$ cat config.mk
export PLATFORM = sky130hd
export DESIGN_NAME = cc_frame_serializer
export DESIGN_NICKNAME = d
export VERILOG_FILES = /design/src/rtl/cc_pkg.sv /design/src/rtl/cc_uart_byte_tx.sv /design/src/rtl/cc_frame_serializer.sv
export SDC_FILE = /design/constraint.sdc
export NUM_CORES = 1
export LEC_CHECK = 0
export BUFFER_PORTS_ARGS = -buffer_cell sky130_fd_sc_hd__buf_2
export CAP_MARGIN = 20
export CORE_MARGIN = 1.5
export CORE_UTILIZATION = 60
export DETAILED_ROUTE_END_ITERATION = 10
export HOLD_SLACK_MARGIN = 0.15
export MAX_ROUTING_LAYER = met4
export PLACE_DENSITY = 0.8
export SLEW_MARGIN = 15
export SYNTH_ARGS = -nofsm -noshare
export SYNTH_HDL_FRONTEND = slang
export SYNTH_SLANG_ARGS = --single-unit
$ cat constraint.sdc
create_clock -name clock -period 2.3 [get_ports clock]
set_clock_uncertainty 0.2 [all_clocks]
set_input_delay 0 -clock clock [delete_from_list [all_inputs] [get_ports clock]]
set_output_delay 0 -clock clock [all_outputs]
set_load 0.1 [all_outputs]
$ cat src/rtl/cc_pkg.sv
// cc_pkg: FSM encoding and framing constants shared by the
// cc frame serializer and its UART byte transmitter.
package cc_pkg;

  typedef enum logic [2:0] {
    ST_IDLE,
    ST_SYNC,
    ST_PAYLOAD,
    ST_CSUM,
    ST_DONE
  } state_t;

  localparam int SYNC_LEN = 2;
  localparam int BITS_PER_BYTE = 10;

endpackage

$ cat src/rtl/cc_uart_byte_tx.sv
// cc_uart_byte_tx: 8N1 byte transmitter, CLK_DIV clocks per bit.
// ready rises in the last stop-bit clock so bytes chain gap-free.
module cc_uart_byte_tx
  import cc_pkg::*;
#(
  parameter int CLK_DIV = 16
) (
  input  logic       clock,
  input  logic       reset,
  input  logic       load,
  input  logic [7:0] tx_byte,
  output logic       tx,
  output logic       ready
);

  localparam int DIV_W = $clog2(CLK_DIV);

  logic             active;
  logic [DIV_W-1:0] div;
  logic [3:0]       bit_idx;
  logic [8:0]       sh;
  logic             bit_end;
  logic             last_bit;

  assign bit_end  = (div == DIV_W'(CLK_DIV - 1));
  assign last_bit = (bit_idx == 4'(BITS_PER_BYTE - 1));
  assign ready    = !active || (bit_end && last_bit);

  always_ff @(posedge clock) begin
    if (reset) begin
      active  <= 1'b0;
      div     <= '0;
      bit_idx <= '0;
      sh      <= '1;
      tx      <= 1'b1;
    end else if (load && ready) begin
      active  <= 1'b1;
      div     <= '0;
      bit_idx <= '0;
      sh      <= {1'b1, tx_byte};
      tx      <= 1'b0;
    end else if (active) begin
      if (bit_end) begin
        div <= '0;
        if (last_bit) begin
          active <= 1'b0;
          tx     <= 1'b1;
        end else begin
          tx      <= sh[0];
          sh      <= {1'b1, sh[8:1]};
          bit_idx <= bit_idx + 1'b1;
        end
      end else begin
        div <= div + 1'b1;
      end
    end
  end

endmodule

$ cat src/rtl/cc_frame_serializer.sv
// cc_frame_serializer: sends SYNC SYNC <payload> <sum8> from a
// latency-RD_LAT frame RAM over UART on each accepted RDY edge.
module cc_frame_serializer
  import cc_pkg::*;
#(
  parameter int         CLK_DIV     = 16,
  parameter int         FRAME_BYTES = 2048,
  parameter int         ADDR_W      = 12,
  parameter logic [7:0] SYNC_BYTE   = 8'hFF,
  parameter int         RD_LAT      = 2
) (
  input  logic              clock,
  input  logic              reset,
  input  logic              RDY,
  output logic [ADDR_W-1:0] rdaddress,
  input  logic [7:0]        data,
  output logic              tx,
  output logic              busy,
  output logic              done,
  output logic              overrun
);

  localparam int CNT_W = $clog2(FRAME_BYTES) + 1;
  localparam int LAT_W = $clog2(RD_LAT + 2);

  state_t           state, state_nx;
  logic             rdy_q, armed, rise;
  logic [CNT_W-1:0] cnt;
  logic [7:0]       hold, csum, tx_byte;
  logic [LAT_W-1:0] lat;
  logic             pend, sent;
  logic             load, ready, utx;
  logic             accept, bad, last_pay;

  cc_uart_byte_tx #(
    .CLK_DIV(CLK_DIV)
  ) u_tx (
    .clock  (clock),
    .reset  (reset | bad),
    .load   (load),
    .tx_byte(tx_byte),
    .tx     (utx),
    .ready  (ready)
  );

  always_ff @(posedge clock) begin
    if (reset) state <= ST_IDLE;
    else       state <= state_nx;
  end

  always_comb begin
    rise     = RDY & ~rdy_q & armed & ~reset;
    last_pay = (cnt == CNT_W'(FRAME_BYTES - 1));
    state_nx = state;
    load     = 1'b0;
    tx_byte  = SYNC_BYTE;
    accept   = 1'b0;
    bad      = 1'b0;
    busy     = 1'b0;
    done     = 1'b0;
    overrun  = 1'b0;
    tx       = 1'b1;
    case (state)
      ST_IDLE: begin
        if (rise) begin
          accept   = 1'b1;
          state_nx = ST_SYNC;
        end
      end
      ST_SYNC: begin
        busy    = 1'b1;
        tx      = utx;
        overrun = rise;
        load    = ready;
        if (ready && cnt == CNT_W'(SYNC_LEN - 1))
          state_nx = ST_PAYLOAD;
      end
      ST_PAYLOAD: begin
        busy    = 1'b1;
        tx      = utx;
        overrun = rise;
        tx_byte = hold;
        load    = ready;
        if (ready && last_pay) state_nx = ST_CSUM;
      end
      ST_CSUM: begin
        busy    = 1'b1;
        tx      = utx;
        overrun = rise;
        tx_byte = csum;
        load    = ready & ~sent;
        if (ready && sent) state_nx = ST_DONE;
      end
      ST_DONE: begin
        done     = 1'b1;
        overrun  = rise;
        state_nx = ST_IDLE;
      end
      default: begin
        bad      = 1'b1;
        state_nx = ST_IDLE;
      end
    endcase
  end

  // Each load starts the fetch of the byte after the one on the line.
  always_ff @(posedge clock) begin
    if (reset) begin
      rdy_q     <= 1'b0;
      armed     <= 1'b0;
      cnt       <= '0;
      rdaddress <= '0;
      hold      <= '0;
      csum      <= '0;
      lat       <= '0;
      pend      <= 1'b0;
      sent      <= 1'b0;
    end else begin
      rdy_q <= RDY;
      if (!RDY) armed <= 1'b1;
      if (pend) begin
        if (lat == '0) begin
          hold <= data;
          pend <= 1'b0;
        end else begin
          lat <= lat - 1'b1;
        end
      end
      if (accept) begin
        cnt       <= '0;
        csum      <= '0;
        sent      <= 1'b0;
        rdaddress <= '0;
        pend      <= 1'b1;
        lat       <= LAT_W'(RD_LAT);
      end
      if (load) begin
        case (state)
          ST_SYNC: begin
            if (cnt == CNT_W'(SYNC_LEN - 1)) cnt <= '0;
            else cnt <= cnt + 1'b1;
          end
          ST_PAYLOAD: begin
            csum <= csum + hold;
            cnt  <= cnt + 1'b1;
            if (last_pay) begin
              rdaddress <= '0;
            end else begin
              rdaddress <= rdaddress + 1'b1;
              pend      <= 1'b1;
              lat       <= LAT_W'(RD_LAT);
            end
          end
          ST_CSUM: sent <= 1'b1;
          default: ;
        endcase
      end
      if (state == ST_DONE || bad) rdaddress <= '0;
    end
  end

endmodule

Yosys cells after proc, flatten, opt, wreduce, memory -nomap -nowiden. Cells that the tools add are included.

Register bits after elaboration: 67. RAM bits: 0. Bits in read-only memories: 0. Input port bits: 11. Bits in latches: 0. Memories kept: 0.

Order comparisons: 0. Equality and inequality tests: 13. Reductions and logical operators: 23. Shift-type cells: 0. Bitwise logic cells: 9. Muxes and demuxes: 53. Add/sub/neg operators: 6. Divide/modulo/power cells: 0. Multipliers: 0.

Operator list (number): two-way mux 12 bit (7); two-way mux 8 bit (7); adder 12 x 1 -> 12 bit, second input constant (2); two-way mux 1 bit (24); one-hot mux 12 bit (2 select lines) (1); one-hot mux 8 bit (2 select lines) (1); equality test 12 x 1 -> 1 bit, second input constant (1); equality test 12 x 11 -> 1 bit, second input constant (1); two-way mux 2 bit (6); two-way mux 3 bit (4); one-hot mux 3 bit (4 select lines) (1); != test 2 bit, second input constant (5); adder 4 x 1 -> 4 bit, second input constant (2); adder 8 bit (1); equality test 4 bit, second input constant (2); equality test 3 x 2 -> 1 bit, second input constant (2); AND reduction 3 bit (2); OR reduction 2 bit (3); logical AND 1 bit (5); OR reduction 5 bit (1); AND 1 bit (4); two-way mux 4 bit (1); NOT 1 bit (4); AND reduction 2 bit (2); other kinds (13) (15).

Depth between registers and ports, before layout. Gate-level depths: netlist of the first run.

Depth in word-level cells: 10. Mapped depth: 10. Gate-level depth less buffers: 8.

Modules after synthesis. Synthesis of the first run repeated with hierarchy kept, for this count alone.

Cells, all modules: 416. Area total of the unflattened synthesis: 3653.5 um^2.

Modules (own cells, without submodules): cc_frame_serializer (sequential area each 980.9 um^2, area an instance 2772.7 um^2, cells each 332, times used 1); cc_uart_byte_tx (sequential area each 360.3 um^2, area an instance 880.8 um^2, cells each 84, times used 1).

Least setup slack after synthesis of the first run. Ideal clock, no wire load.

Path kind: register to output. From: register state[2]. To: output overrun. Stages on the path, launching flop included: 4. Data required time: 2.100 ns. Arrival time: 2.713 ns. Slack: -0.613 ns. Path through: dfxtp_1 > clkbuf_1 > nor3_1 > nor3_1.

Cells in the longest elaborated chain, start to end: 3. Elaborated cells on any way between the ends: 6. Classes of those cells: 4 x eq/ne; 1 x mux; 1 x reduce/logical.

RTL lines: start: declaration (line cc_frame_serializer.sv:26) `state_t state, state_nx;`; start signal: assignment (line cc_frame_serializer.sv:48) `else state <= state_nx;`; equality test 3 bit, or another cell as far along (line cc_frame_serializer.sv:63) `case (state)`; OR reduction 4 bit (no source line) (*); two-way mux 1 bit (*) (line cc_frame_serializer.sv:63); end: declaration (line cc_frame_serializer.sv:20) `output logic overrun`.

Mark *: on every way between the ends. The rest lies on a longest branch, timed or not.

Worst setup path after layout of the first run.
From: register cnt[7]. To: register rdaddress[7].

Cells in the longest elaborated chain, start to end: 4.

RTL lines: start: declaration (line cc_frame_serializer.sv:28) `logic [CNT_W-1:0] cnt;`; start signal: assignment (line cc_frame_serializer.sv:141) `else cnt <= cnt + 1'b1;`; start signal: assignment (line cc_frame_serializer.sv:145) `cnt <= cnt + 1'b1;`; equality test 12 x 11 -> 1 bit (line cc_frame_serializer.sv:53) `last_pay = (cnt == CNT_W'(FRAME_BYTES - 1));`; two-way mux 12 bit (line cc_frame_serializer.sv:146) `if (last_pay) begin`; two-way mux 12 bit (line cc_frame_serializer.sv:138) `case (state)`; two-way mux 12 bit (line cc_frame_serializer.sv:137) `if (load) begin`; end signal: assignment (line cc_frame_serializer.sv:149) `rdaddress <= rdaddress + 1'b1;`; end: declaration (line cc_frame_serializer.sv:15) `output logic [ADDR_W-1:0] rdaddress,`.

Every way passes these cells. A chain may end at the register's enable or synchronous reset.

==> summary.txt, run 1 <==
Run status
  • Outcome: finished clean

Floorplanning
  • Starting Density: a little under two thirds
  • Die H: about 80 microns
  • Num rows: 27
  • Core area: 5610 sq um
  • Die span in x: 80.1 microns
  • # IOs: 27
  • DIE AREA: 6420 sq um

Timing
  • Fmax: around 450 MHz
  • Slew margin rel.: 62.4%
  • Slew Viols, Final: 0
  • Worst Max-Slew Pin Slew: 0.562 ns
  • Final Critical Period: 2.23 ns
  • Total negative slack: 0 ns
  • # setup viols final: 0
  • Worst hold margin: 0.270 ns
  • Period utilization: a little over nine tenths
  • RSZ-0062 raised after global routing: no
  • Fin. Hold Viols: 0

Logic synthesis
  • Synth Flop Type: dfxtp_1
  • Top cell type by total area after synthesis: dfxtp_1
  • Syn avg cell area: 8.21 sq um
  • Synth top area cells: dfxtp_1, a21oi_1, nor2_1, ha_1, o21ai_0
  • Post-Synth Adder-Cell Area: 5.12%
  • Number of distinct library cells after synthesis: 61
  • Yosys top cell area share: around 38%
  • Synthesized cell area: 3570 sq um
  • XOR/XNOR Fraction of Synth Area: 2.45%
  • Mux cell area share after synthesis: 3.43%
  • EDFF count, synth: 0
  • Synthesized Nets: 460
  • Register bit total from synthesis: 67
  • Synth warn: 0
  • Compound-gate portion of the synthesized area: 21.3%
  • Main combinational cell family by area after synthesis: simple AND/OR/NAND/NOR gates
  • Synth async-reset ratio: 0%
  • Post-Synth Simple-Gate Area: 24.8%
  • Sequential-to-total area share from yosys stat: a little under two fifths
  • Gate Count Post-Synth: between 400 and 500

Setup path
  • Reg2Reg Depth: 6
  • Critical Path AT: 2.26 ns
  • Crit path max fanout: 8
  • CP required: 2.33 ns
  • Reg2Reg Setup Slack: 0.07 ns
  • Critical path type: reg -> reg
  • Startpoint types: flop
  • CP Capture Type: flop

Place
  • Dpl cells: between 500 and 600
  • DPL Wire Length: 5740 microns
  • Routability cong.: 0.914
  • PortBufs: 26

Power
  • Internal power: 2270 uW
  • Switching Fraction: a little over a quarter
  • Worst vdd ir: 0.000454 V
  • Static leakage: about 0.0018 uW
  • Sequential share of power: 41.0%
  • Clock power share: a little over two fifths
  • Power Density: 702 nW/um^2
  • Psw: 831 uW
  • Comb pwr share: 16.6%
  • Tot Pwr: 3100 uW

Final layout
  • Final core occ: 78.8%
  • N_diodes: 0
  • Fin nets: 526
  • Fin cells: around 580
  • Commonest non-fill, non-tap cell in the layout: dfxtp_1
  • Layout cells sized above 1: between 10% and 20%
  • Most frequent cells in the layout: dfxtp_1, nor2_1, a21oi_1
  • Synthesis-to-layout area growth: 23.7%

Route
  • Initial drt markers: between 200 and 250
  • Average wire per standard cell: 16.0 microns
  • WL final: 9240 microns
  • DR DRC count: 0
  • Vias per inst: between 6 and 7
  • Vias: 3543
  • Drt first pass iters: 5
  • Post-route ant nets: 0

CTS
  • Num CTS Buffers: 9
  • Clock root buffer: clkbuf_8
  • Skew-Pair Late Insertion Delay: about 0.35 ns
  • Reg clk slew, reported paths: 0.08 ns
  • CTS tree: done
  • Sink Count: 67
  • H-tree lvl count: 3
  • Bufs on Longest Clock Path: 2

Global routing
  • All-Layer GR Usage: 31.3%
  • Vias in the first global route: about 3300
  • Grt total ovfl: 0
  • Largest net degree at the start of global routing: 22
  • Initial antenna violation count: 0
  • First-pass GRT wire length: 15200 microns

Flow run
  • Max_cap viols: 0

Worst hold path
  • Cells on Worst Hold Path: 1
  • Worst Hold Class: reg -> reg
## power groups by stage
| stage | Clock [uW] | Sequential [uW] | Combinational (uW) |
|---|---|---|---|
| after floorplan | 0 | 1300 | 337 |
| after global placement | 0 | 1290 | 456 |
| after detailed placement | 0 | 1300 | 467 |
| after CTS | 1310 | 1270 | 497 |
| after global routing | 1370 | 1280 | 561 |
| final | 1310 | 1270 | 515 |
## worst max-delay path, cell delays in order (launching register included)
cell and delay [ns]:
dfxtp_1 0.47, nand4_1 0.28, nor4_4 0.59, nor4b_4 0.10
buf_4 0.19, a41oi_1 0.23, a31oi_1 0.07
## repair_timing
item | CTS | global route
gates cloned | 1 | 0
resized for setup | 1 | 9
pin swaps | 1 | 3
hold buffers | 19 | 0
endpoints found under the hold margin | 26 | 0
buffers inserted | 0 | 1
setup endpoints to repair | 9 | 11
## logic make-up after synthesis
group           Yosys count
compound gates          125
xor+xnor                 10
fa+ha+maj                14
buf+inv                  43
flops                    67
mux                      12
simple gates            164
## flip-flops by register name (all words and copies together) (netlist names), 2 cells and up
signal,flops
u_tx.div,4
rdaddress,12
u_tx.bit_idx,4
u_tx.sh,8
hold,8
cnt,12
lat,2
csum,8
state,3
## layout make-up
cell class                 count  area, sq um
clock inverter                 6          138
clock buffer                  10          128
sequential                    67         1350
timing repair buffer          73          531
multi-input combinational    326         2090
tap                           72         90.1
fill                         404         1190
inverter                      24         90.1
## per-stage QoR
step                      setup slack (ns)  cell area [sq um]
after floorplan                     0.0203               3580
after global placement             -0.0727               3910
after detailed placement            -0.136               3910
after CTS                           0.0847               4380
after global routing               0.00120               4420
final                               0.0690               4420
## layer usage
metal  up-vias  share of wire [%]  wire length (microns)  global-route usage, %
met5         -                  0                      0                      -
li1       1703                  -                      -                      -
met2       156                 47                   4320                   49.1
met4         0                2.6                    239                   15.5
met3        29                6.9                    637                   5.23
met1      1655                 44                   4050                   38.8
## cell usage after synthesis (all sizes together) (6+ instances only)
| library cell | n |
|---|---|
| mux2i | 10 |
| inv | 24 |
| and2 | 6 |
| o31ai | 9 |
| or3 | 7 |
| nor3 | 9 |
| a21oi | 42 |
| ha | 13 |
| nor4 | 6 |
| a31oi | 10 |
| nand3 | 21 |
| nand2b | 8 |
| nand2 | 28 |
| buf | 9 |
| o21ai | 33 |
| dfxtp | 67 |
| nor2 | 49 |
| clkbuf | 10 |
## final timing paths
kind | endpoint | from
setup / recovery | rdaddress[7] | cnt[7]
hold / removal | rdaddress[4] | rdaddress[4]
setup reg to reg | rdaddress[7] | cnt[7]
hold reg to reg | rdaddress[4] | rdaddress[4]
Power figures use the tool's default switching activity.
==> inputs of run 2 (changes only) <==
CORE_UTILIZATION = 55   (was 60)
PLACE_DENSITY = 0.74   (was 0.8)
SLEW_MARGIN = 20   (was 15)
==> run 2 against run 1 <==
  * Final area is 1.1% lower
  * Largest cell class unchanged
  * Highest routed layer unchanged
  * Register-to-register slack gained 0.08 ns
  * Wire length shrank 12%
  * Die area up 8.7%
==> summary.txt, run 2 (same netlist as run 1, synthesis figures left out) <==
Global routing
  • First-pass GRT wire length: 13900 microns (-8.9%)
  • Initial antenna violation count: 0 (unchanged)
  • All-Layer GR Usage: 24.7% (-6.5 points)
  • Largest net degree at the start of global routing: 25 (+14%)
  • GR peak layer: met2
  • M2 GR Usage: 35.6% (-13 points)
  • Grt met1 use: 33.9% (-5.0 points)
  • Grt total ovfl: 0 (unchanged)
  • GR Util met3: 4.45% (-0.78 points)
  • Vias in the first global route: 2977 (-9.3%)

Worst hold path
  • Worst Hold Class: reg -> reg
  • Cells on Worst Hold Path: 1 (unchanged)

Setup path
  • Reg2Reg Depth: 7 (+1)
  • CP Capture Type: flop
  • RR Startpoint: u_tx.div[1]
  • Critical Path AT: 2.16 ns (-0.10 ns)
  • Crit path max fanout: 9 (+1)
  • Reg2Reg Setup Slack: 0.15 ns (+0.08 ns)
  • CP startpoint: u_tx.div[1]
  • RR Endpoint: u_tx.bit_idx[1]
  • Crit path capture: u_tx.bit_idx[1]
  • CP required: 2.31 ns (-0.02 ns)
  • Critical path type: reg -> reg
  • Startpoint types: flop

Final layout
  • Synthesis-to-layout area growth: 22.4%
  • Most frequent cells in the layout: dfxtp_1, nor2_1, a21oi_1
  • Layout cells sized above 1: 17.7% (-1.8 points)
  • N_diodes: 0 (unchanged)
  • Fin nets: 522 (-0.76%)
  • Top Registers: cnt: 12 flops, rdaddress: 12 flops
  • Commonest non-fill, non-tap cell in the layout: dfxtp_1
  • Fillers: 535 (+32%)
  • Design Area, Final: 4370 sq um (-1.1%)

Power
  • Sequential share of power: 42.0% (+1.0 points)
  • Internal power: 2230 uW (-1.6%)
  • Clock power share: 41.8% (-0.6 points)
  • Switching Fraction: 26.1% (-0.66 points)
  • Psw: 791 uW (-4.9%)
  • Static leakage: 0.00181 uW (-0.37%)
  • Worst vdd ir: 0.000447 V (-1.6%)
  • Tot Pwr: 3020 uW (-2.5%)
  • Comb pwr share: 16.2% (-0.4 points)
  • Power Density: 692 nW/um^2 (-1.4%)

Timing
  • Final Critical Period: 2.15 ns (-0.0819 ns)
  • RSZ-0062 raised after global routing: no
  • Total negative slack: 0 ns (unchanged)
  • Slew margin rel.: 59.4% (-3.0 points)
  • Slew Viols, Final: 0 (unchanged)
  • Crit path setup slack, layout: 0.151 ns (+0.0819 ns)
  • Worst hold margin: 0.262 ns (-0.00777 ns)
  • Fmax: 465 MHz (+3.8%)
  • # setup viols final: 0 (unchanged)
  • Period utilization: 93.4% (-3.6 points)
  • Fin. Hold Viols: 0 (unchanged)
  • Worst Max-Slew Pin Slew: 0.606 ns (+0.0448 ns)

Route
  • Vias: 3347 (-5.5%)
  • Average wire per standard cell: 14.1 microns (-12%)
  • Initial drt markers: 192 (-17%)
  • WL final: 8180 microns (-12%)
  • Drt first pass iters: 6 (+1)
  • DR DRC count: 0 (unchanged)
  • Vias per inst: 5.78 (-5.7%)
  • Post-route ant nets: 0 (unchanged)

CTS
  • Bufs on Longest Clock Path: 2 (unchanged)
  • H-tree lvl count: 3 (unchanged)
  • Sink Count: 67 (unchanged)
  • Skew-Pair Late Insertion Delay: 0.34 ns (about the same)
  • CTS tree: done
  • Num CTS Buffers: 9 (unchanged)
  • Reg clk slew, reported paths: 0.07 ns (about the same)
  • Clock root buffer: clkbuf_8

Place
  • Area after DPL: 3880 sq um (-0.61%)
  • Dpl ws: -0.160 ns (-0.0238 ns)
  • Routability cong.: 0.841 (-7.9%)
  • DPL Wire Length: 5360 microns (-6.6%)
  • PortBufs: 26 (unchanged)

Floorplanning
  • Die H: 83.6 microns (+4.3%)
  • # IOs: 27 (unchanged)
  • Starting Density: 56.6% (-7.1 points)
  • Core area: 6310 sq um (+13%)
  • DIE AREA: 6980 sq um (+8.7%)
  • Die span in x: 83.6 microns (+4.3%)
  • Num rows: 29 (+7.4%)

Flow run
  • Max_cap viols: 0 (unchanged)

Run status
  • Outcome: finished clean
[run 2: changes by cell type in the layout (fill, tap and decap cells not counted), sizes merged]
| cell | delta |
|---|---|
| buf | -4 |
| clkinv | -1 |
| clkbuf | +2 |
| bufinv | -1 |
[run 2: layer usage]
| metal | up-vias | share of wire [%] |
|---|---|---|
| met5 | - | 0 |
| met4 | 0 | 2.9 |
| met3 | 32 | 5.6 |
| met2 | 107 | 43 |
| met1 | 1519 | 48 |
| li1 | 1689 | - |
[run 2: cell type report]
type | count | area (sq um) | share of cell area (%)
Clock inverter | 4 | 95.1 | 2.18
Sequential cell | 67 | 1350 | 30.8
Tap cell | 77 | 96.3 | 2.20
Inverter | 24 | 90.1 | 2.06
Multi-Input combinational cell | 326 | 2080 | 47.5
Timing Repair Buffer | 69 | 500 | 11.5
Clock buffer | 12 | 165 | 3.78
[run 2: power by group through the flow]
| stage | clock network [uW] | logic, uW | registers (uW) |
|---|---|---|---|
| 2_1_floorplan | 0 | 337 | 1300 |
| 3_3_place_gp | 0 | 446 | 1300 |
| 3_5_place_dp | 0 | 455 | 1300 |
| 4_1_cts | 1280 | 483 | 1270 |
| 5_1_grt | 1320 | 538 | 1280 |
| 6_report | 1260 | 490 | 1270 |
[run 2: per-stage QoR]
stage,util [%],cells
6_report,69.2,579
5_1_grt,69.2,579
4_1_cts,69.0,578
3_5_place_dp,61.5,542
3_3_place_gp,61.5,542
2_1_floorplan,-,435
[run 2: worst max-delay path, stage by stage, from the launching register on]
cell and delay [ns]:
dfxtp_1 0.39, ha_1 0.25, nand3_2 0.09, o21a_2 0.26, buf_4 0.19, nor2_2 0.30
or2_2 0.27, a211oi_1 0.07
[run 2: timing repair]
item,CTS,global route
setup buffers,0,1
hold buffers,19,0
endpoints found under the setup margin,8,6
pin swaps,1,1
hold endpoints to repair,43,0
cloned,1,0
resized for setup,1,2
[run 2: worst min path at each step]
stage,from,to,slack (ns)
floorplan,RDY,armed,-0.10
global placement,RDY,armed,0.03
detailed placement,RDY,armed,0.03
CTS,RDY,rdy_q,0.25
global route,rdaddress[4],rdaddress[4],0.29
finish,rdaddress[4],rdaddress[4],0.26
